### config.mk
export PLATFORM = sky130hd
export DESIGN_NAME = melody_sequencer
export DESIGN_NICKNAME = d
export VERILOG_FILES = /design/src/rtl/melody_sequencer.sv
export SDC_FILE = /design/constraint.sdc
export NUM_CORES = 1
export LEC_CHECK = 0
export ABC_AREA = 1
export CORE_ASPECT_RATIO = 0.7
export CORE_MARGIN = 3
export CORE_UTILIZATION = 45
export CTS_CLUSTER_SIZE = 30
export DETAILED_ROUTE_END_ITERATION = 8
export SYNTH_ARGS = -nofsm -noshare
export SYNTH_HDL_FRONTEND = slang
export SYNTH_SLANG_ARGS = --single-unit
### constraint.sdc
create_clock -name clk -period 1.8 [get_ports clk]
set_input_delay 0.54 -clock clk [delete_from_list [all_inputs] [get_ports clk]]
set_output_delay 0.54 -clock clk [all_outputs]
set_load 0.01 [all_outputs]
### src/rtl/melody_sequencer.sv
// rtl/melody_sequencer.sv - plays fixed jingles from an internal ROM on the buzzer note/enable interface
module melody_sequencer #(
  parameter int UNIT_CLKS = 1250000,
  parameter int GAP_CLKS  = 125000
) (
  input  logic       clk,
  input  logic       rst_n,
  input  logic       start,
  input  logic [1:0] song_sel,
  input  logic       stop,
  output logic [3:0] note,
  output logic       enable,
  output logic       busy,
  output logic       done
);

  localparam int UW = $clog2(UNIT_CLKS + 1);
  localparam int GW = (GAP_CLKS > 0) ? $clog2(GAP_CLKS + 1) : 1;
  localparam logic [UW-1:0] UNIT_LAST = UW'(UNIT_CLKS - 1);
  localparam logic [GW-1:0] GAP_LAST  = GW'((GAP_CLKS > 0) ? GAP_CLKS - 1 : 0);

  typedef enum logic [2:0] {IDLE, LOAD, PLAY, GAP, DONE} state_t;

  state_t          state;
  logic [4:0]      addr;
  logic [UW-1:0]   unit_cnt;
  logic [GW-1:0]   gap_cnt;
  logic [2:0]      units_left;
  logic [6:0]      entry;
  logic [3:0]      entry_note;
  logic [2:0]      entry_dur;

  // Each entry is {note, dur}; dur == 0 marks the end of a song.
  function automatic logic [6:0] rom_entry(input logic [4:0] a);
    case (a)
      5'd0:    rom_entry = {4'd1, 3'd2};
      5'd1:    rom_entry = {4'd3, 3'd2};
      5'd2:    rom_entry = {4'd5, 3'd2};
      5'd3:    rom_entry = {4'd7, 3'd4};
      5'd8:    rom_entry = {4'd8, 3'd1};
      5'd16:   rom_entry = {4'd9, 3'd4};
      5'd17:   rom_entry = {4'd0, 3'd2};
      5'd18:   rom_entry = {4'd10, 3'd6};
      5'd24:   rom_entry = {4'd10, 3'd1};
      5'd25:   rom_entry = {4'd0, 3'd1};
      5'd26:   rom_entry = {4'd10, 3'd1};
      default: rom_entry = 7'd0;
    endcase
  endfunction

  assign entry      = rom_entry(addr);
  assign entry_note = entry[6:3];
  assign entry_dur  = entry[2:0];

  always_ff @(posedge clk or negedge rst_n) begin
    if (!rst_n) begin
      state      <= IDLE;
      addr       <= '0;
      unit_cnt   <= '0;
      gap_cnt    <= '0;
      units_left <= '0;
      note       <= '0;
      enable     <= 1'b0;
      busy       <= 1'b0;
      done       <= 1'b0;
    end else if (stop && state != IDLE) begin
      state  <= IDLE;
      note   <= '0;
      enable <= 1'b0;
      busy   <= 1'b0;
      done   <= 1'b0;
    end else begin
      done <= 1'b0;
      case (state)
        IDLE: begin
          note   <= '0;
          enable <= 1'b0;
          busy   <= 1'b0;
          if (start && !stop) begin
            addr  <= {song_sel, 3'b000};
            busy  <= 1'b1;
            state <= LOAD;
          end
        end
        LOAD: begin
          if (entry_dur == 3'd0) begin
            done  <= 1'b1;
            state <= DONE;
          end else begin
            units_left <= entry_dur;
            unit_cnt   <= '0;
            note       <= entry_note;
            enable     <= (entry_note != 4'd0);
            state      <= PLAY;
          end
        end
        PLAY: begin
          if (unit_cnt == UNIT_LAST) begin
            unit_cnt <= '0;
            if (units_left == 3'd1) begin
              note    <= '0;
              enable  <= 1'b0;
              addr    <= addr + 5'd1;
              gap_cnt <= '0;
              state   <= (GAP_CLKS > 0) ? GAP : LOAD;
            end else begin
              units_left <= units_left - 3'd1;
            end
          end else begin
            unit_cnt <= unit_cnt + 1'b1;
          end
        end
        GAP: begin
          if (gap_cnt == GAP_LAST) begin
            state <= LOAD;
          end else begin
            gap_cnt <= gap_cnt + 1'b1;
          end
        end
        DONE: begin
          busy  <= 1'b0;
          state <= IDLE;
        end
        default: state <= IDLE;
      endcase
    end
  end

endmodule

* Word-level counts from Yosys, hierarchy flattened
Memory sizes are Yosys's and may differ from the RTL's. Index checks and enable logic that the tools add are counted.
Word-level totals: ROM bits 224, memories 1, flip-flop bits (word level) 56, word-level logic and storage cells 89, output and inout port bits 7
Operators by class: reductions and logical operators 18, muxes and demuxes 38, add/sub/neg operators 4, bitwise logic cells 1, equality and inequality tests 18
Memory list:
- (name not given) | depth 32, width 7, read ports 1, clocked after Yosys merged registers in 0, wr ports 0, line 35 | case (a)
Operators by type and width (number):
- two-way mux 17 bit | 3
- two-way mux 21 bit | 2
- one-hot mux 21 bit (2 select lines) | 1
- one-hot mux 17 bit (2 select lines) | 1
- two-way mux 3 bit | 9
- adder 21 x 1 -> 21 bit (second input constant) | 1
- == test 21 bit (second input constant) | 1
- adder 17 x 1 -> 17 bit (second input constant) | 1
- == test 17 bit (second input constant) | 1
- two-way mux 4 bit | 4
- two-way mux 5 bit | 3
- != test 3 bit (second input constant) | 5
- AND reduction 5 bit | 3
- != test 2 bit (second input constant) | 6
- one-hot mux 3 bit (4 select lines) | 1
- one-hot mux 4 bit (3 select lines) | 1
- one-hot mux 5 bit (2 select lines) | 1
- two-way mux 1 bit | 9
- AND reduction 4 bit | 2
- nonzero test 4 bit | 2
- == test 3 x 1 -> 1 bit (second input constant) | 2
- == test 3 x 2 -> 1 bit (second input constant) | 2
- logical NOT 3 bit | 2
- one-hot mux 3 bit (2 select lines) | 1
- other kinds (11) | 15

* Longest topological paths before layout
word-level depth 5, mapped depth 12

* Least setup slack after synthesis
OpenSTA, ideal clock, no wires.
path kind register -> register, from reg addr[0], to reg unit_cnt[3], stages on the path, launching flop included 11, library setup time 0.077 ns, arrival time 1.566 ns, path slack 0.156 ns, buffers on the path 1, cell sequence dfrtp_1 > inv_1 > ha_1 > nand2_1 > o21ai_0 > nand2_1 > nand4_2 > nand2_2 > buf_6 > nor2_1 > a21oi_1
On the way: longest elaborated chain between the ends 4
Ends and longest elaborated chain:
- from (decl) | line 25 | logic [4:0] addr;
- from (signal assigned) | line 80 | addr <= {song_sel, 3'b000};
- from (signal assigned) | line 103 | addr <= addr + 5'd1;
- memory read (32 x 7 bit)
- logical NOT 3 bit | line 86 | if (entry_dur == 3'd0) begin
- != test 2 bit (no source line)
- AND reduction 3 bit (no source line)
- to (signal assigned) | line 110 | unit_cnt <= unit_cnt + 1'b1;
- to (decl) | line 26 | logic [UW-1:0] unit_cnt;
Every way passes these cells. A chain may end at the register's enable or synchronous reset.

* Final worst setup path
from reg note[3], to out note[3]
RTL lines:
- from (decl) | line 11 | output logic [3:0] note,
- from (signal assigned) | line 92 | note <= entry_note;
No word-level cell between the ends.

==> reports/qor.txt <==
=================================================================================================
DRC violation total after the first TritonRoute iteration                                     346
Critical path endpoint category                                                        output pin
Number of buffers and inverters on the critical path                                            1
Relative slew slack                                                                        63.11%
Placement Rows                                                                                 27
Proportion of register bits with asynchronous set or reset after synthesis                 100.0%
Vertical extent of the die                                                               84.33 um
Chip Width                                                                               117.9 um
Kind of cell adding the most delay to the critical path                              buffers and inverters
Peak clock frequency supported by timing                                                570.5 MHz
List of most frequent post-synthesis cells                                           156 x sky130_fd_sc_hd__nand2_1, 72 x sky130_fd_sc_hd__nor2_1, 62 x sky130_fd_sc_hd__nand3_1
Grt total ovfl                                                                                  0
Hold Violations, Final                                                                          0
Maximum number of pins on one net before global-route repair                                   57
Clock root buffer master                                                             sky130_fd_sc_hd__clkbuf_16
Setup slack of the most critical reg-to-reg path                                          0.07 ns
Die area                                                                             0.009941 mm^2
Primary flip-flop cell chosen by synthesis mapping                                   sky130_fd_sc_hd__dfrtp_1
Static leakage                                                                           2.109 nW
Reported max-cap violation count                                                                0
Pre-CTS setup slack                                                                    -0.3172 ns
Initial antenna violation count                                                                 0
Core Box Area                                                                        0.008175 mm^2
Cell area after technology mapping                                                   0.003944 mm^2
Crit. path cell count                                                                           1
Required @ worst endpoint                                                                 1.26 ns
Cts-stage hold buffer count                                                                     0
Design Power                                                                           0.004928 W
Worst hold path class                                                                    in2async
All-layer global routing usage                                                             20.77%
Iteration count of the initial detailed-routing pass                                            5
Share of the synthesized area in the top cell type                                         35.53%
Number of max-slew violations in the final report                                               0
Total Nets Final                                                                              622
Clock slew seen by the registers of the worst setup and hold paths                        0.07 ns
Maximum net fanout on the critical path                                                         2
Buffers on Ports                                                                               12
Post-layout minimum cycle time                                                           1.753 ns
Via count of the first global-routing pass                                                   3336
Filler cell count                                                                             803
Io pins                                                                                        13
TritonCTS clock tree                                                                        built
Antenna diode instance count                                                                    0
Vias per inst                                                                               5.247
Critical setup path kind                                                                  reg2out
Final Routed Wirelength                                                                  10370 um
Average cell area after synthesis                                                      7.042 um^2
Cell with the largest stage delay on the worst path                                  sky130_fd_sc_hd__clkdlybuf4s50_1
Post-route DRC violation count                                                                  0
Worst EP arrival                                                                          1.21 ns
Part of the Yosys area used for sequential elements                                        35.53%
Maximum level of the CTS H-tree                                                                 2
Pwr Density                                                                          1046 mW/mm^2
Number of CTS-inserted buffers                                                                  5
Startpoint type of the worst setup path                                                      flop
Cell with the most instances after synthesis                                         sky130_fd_sc_hd__nand2_1
Post-Route Skew                                                                       0.006300 ns
Share of layout cells above drive strength 1                                               19.57%
Slack of the critical path                                                             0.04706 ns
Slew at the pin closest to its max-slew limit                                           0.5492 ns
Run status                                                                           complete, no violations
Final setup violating endpoints                                                                 0
Global-route wire length before repair                                                   16850 um
DR WL/cell                                                                               14.32 um
Worst-case vdd ir drop                                                                  0.5847 mV
Cell area after placement                                                            0.004368 mm^2
CTS Buffer Depth                                                                                2
Number of cell instances on the worst register-to-register path                                10
Crit path largest cell delay                                                              0.55 ns
Cell area after layout                                                               0.004713 mm^2
Post-synthesis cell count                                                                     560
Series of cell instances along the critical path                                     clkdlybuf4s50_1
Most area-consuming cells after synthesis                                            sky130_fd_sc_hd__dfrtp_1 36%, sky130_fd_sc_hd__nand2_1 15%, sky130_fd_sc_hd__nand3_1 7.9%
Effective utilization at floorplan                                                         48.24%
Largest area contributor in the netlist                                              sky130_fd_sc_hd__dfrtp_1
Detailed-placement wirelength estimate                                                    7552 um
Number of synthesized flops with an enable pin                                                  0
Net count of the mapped netlist                                                               575
Worst-skew pair later-pin latency                                                         0.30 ns
Yosys warning count                                                                             0
Yosys reg bits                                                                                 56
Area growth from synthesis to layout                                                       19.51%
Sink count of the clock tree                                                                   56
Final worst path period share                                                              97.39%
Total vias in the final route                                                                3799
Final Wtd Congestion                                                                       0.9094
Antenna Nets Post-Route                                                                         0
Number of distinct library cell variants in the gate-level netlist after synthesis             40
=================================================================================================
==> kinds of logic (layout without fill, tap and decap cells) <==
group	after synthesis	in the layout	share of synthesized area (%)
AO/OA/AOI/OAI	49	49	7.392
buffers and inverters	77	125	8.788
flip-flops	56	56	35.53
multiplexers	1	1	0.2538
XOR/XNOR	15	15	3.331
AND/OR/NAND/NOR	353	353	41.85
adder cells (fa/ha/maj)	9	9	2.855
==> through the flow <==
step | instances | hold WS (ns) | setup TNS [ns] | utilization (%)
final | 724 | 0.2249 | 0 | 57.65
after global routing | 724 | 0.2462 | -0.1296 | 57.65
after CTS | 718 | 0.2458 | 0 | 55.40
after detailed placement | 710 | 0.4625 | -7.738 | 53.43
after global placement | 710 | 0.4634 | -6.603 | 53.43
after floorplan | 560 | 0.2444 | 0 | -
==> cells in the final DEF, fill, tap and decap left out, types with 2 or more instances in the layout <==
cell type,synthesis,routed
sky130_fd_sc_hd__nand4_1,17,17
sky130_fd_sc_hd__nand2_4,3,3
sky130_fd_sc_hd__o21ai_1,22,22
sky130_fd_sc_hd__nand2_2,13,16
sky130_fd_sc_hd__nand3b_1,2,2
sky130_fd_sc_hd__clkdlybuf4s50_1,0,11
sky130_fd_sc_hd__dfrtp_2,0,3
sky130_fd_sc_hd__buf_12,1,3
sky130_fd_sc_hd__nand3_1,62,61
sky130_fd_sc_hd__nand2_1,156,152
sky130_fd_sc_hd__nand3_4,3,3
sky130_fd_sc_hd__o31ai_1,2,2
sky130_fd_sc_hd__ha_1,9,6
sky130_fd_sc_hd__buf_4,1,34
sky130_fd_sc_hd__a31o_2,2,2
sky130_fd_sc_hd__dfrtp_1,56,53
sky130_fd_sc_hd__nor2_4,4,5
sky130_fd_sc_hd__inv_4,1,2
sky130_fd_sc_hd__a21oi_1,2,2
sky130_fd_sc_hd__o21ai_2,8,9
sky130_fd_sc_hd__ha_4,0,3
sky130_fd_sc_hd__inv_2,9,10
sky130_fd_sc_hd__nor3_2,1,2
sky130_fd_sc_hd__xor2_1,15,15
sky130_fd_sc_hd__clkbuf_16,0,6
sky130_fd_sc_hd__nand3_2,2,3
sky130_fd_sc_hd__clkinv_2,0,2
sky130_fd_sc_hd__inv_1,55,53
sky130_fd_sc_hd__nor2_2,3,6
sky130_fd_sc_hd__nor3_1,10,9
sky130_fd_sc_hd__o21ai_0,11,10
sky130_fd_sc_hd__nor2_1,72,68
==> layout make-up <==
cell class | instances | area (um^2) | area share, %
Tap cell | 116 | 145.1 | 3.079
Timing Repair Buffer | 51 | 466.7 | 9.902
Inverter | 66 | 252.7 | 5.362
Clock inverter | 2 | 10.01 | 0.2124
Sequential cell | 56 | 1405 | 29.81
Multi-Input combinational cell | 427 | 2295 | 48.69
Clock buffer | 6 | 138.9 | 2.947
==> power by group <==
group	internal (W)	total (W)	switching, W	leakage (nW)
clock network	0.000551	0.00102	0.000471	0.0766
registers	0.00142	0.00163	0.000211	0.762
logic	0.000889	0.00228	0.00139	1.27
total	0.00286	0.00493	0.00207	2.11
==> flip-flops by register name, summed over array words and instances, names as in the netlist <==
signal,flops
unit_cnt,21
gap_cnt,17
addr,5
note,4
state,3
units_left,3
busy,1
done,1
enable,1
==> metal layers <==
metal | vias to the layer above | part of all wire, % | wire length, um | global-route usage, %
met1 | 1771 | 53 | 5522 | 32.90
li1 | 1900 | - | - | -
met4 | 0 | 0.90 | 93 | 4.149
met3 | 7 | 6.3 | 653 | 3.973
met5 | - | 0 | 0 | 0
met2 | 121 | 40 | 4100 | 29.09
==> timing repair <==
action                     CTS  global route
buffers inserted             0             5
cloned                       0             1
resized for setup            5            29
pin swaps                    0            10
setup endpoints to repair   29            35
==> final timing paths <==
| check | startpoint | end |
|---|---|---|
| max in group asynchronous | rst_n | addr[1] |
| worst max register to register | addr[1] | unit_cnt[2] |
| worst max-delay path | note[3] | note[3] |
| min in group clk | note[2] | note[2] |
| worst min-delay path | rst_n | gap_cnt[15] |
| worst min register to register | note[2] | note[2] |
Note: power is estimated with default switching activity, not from simulation.
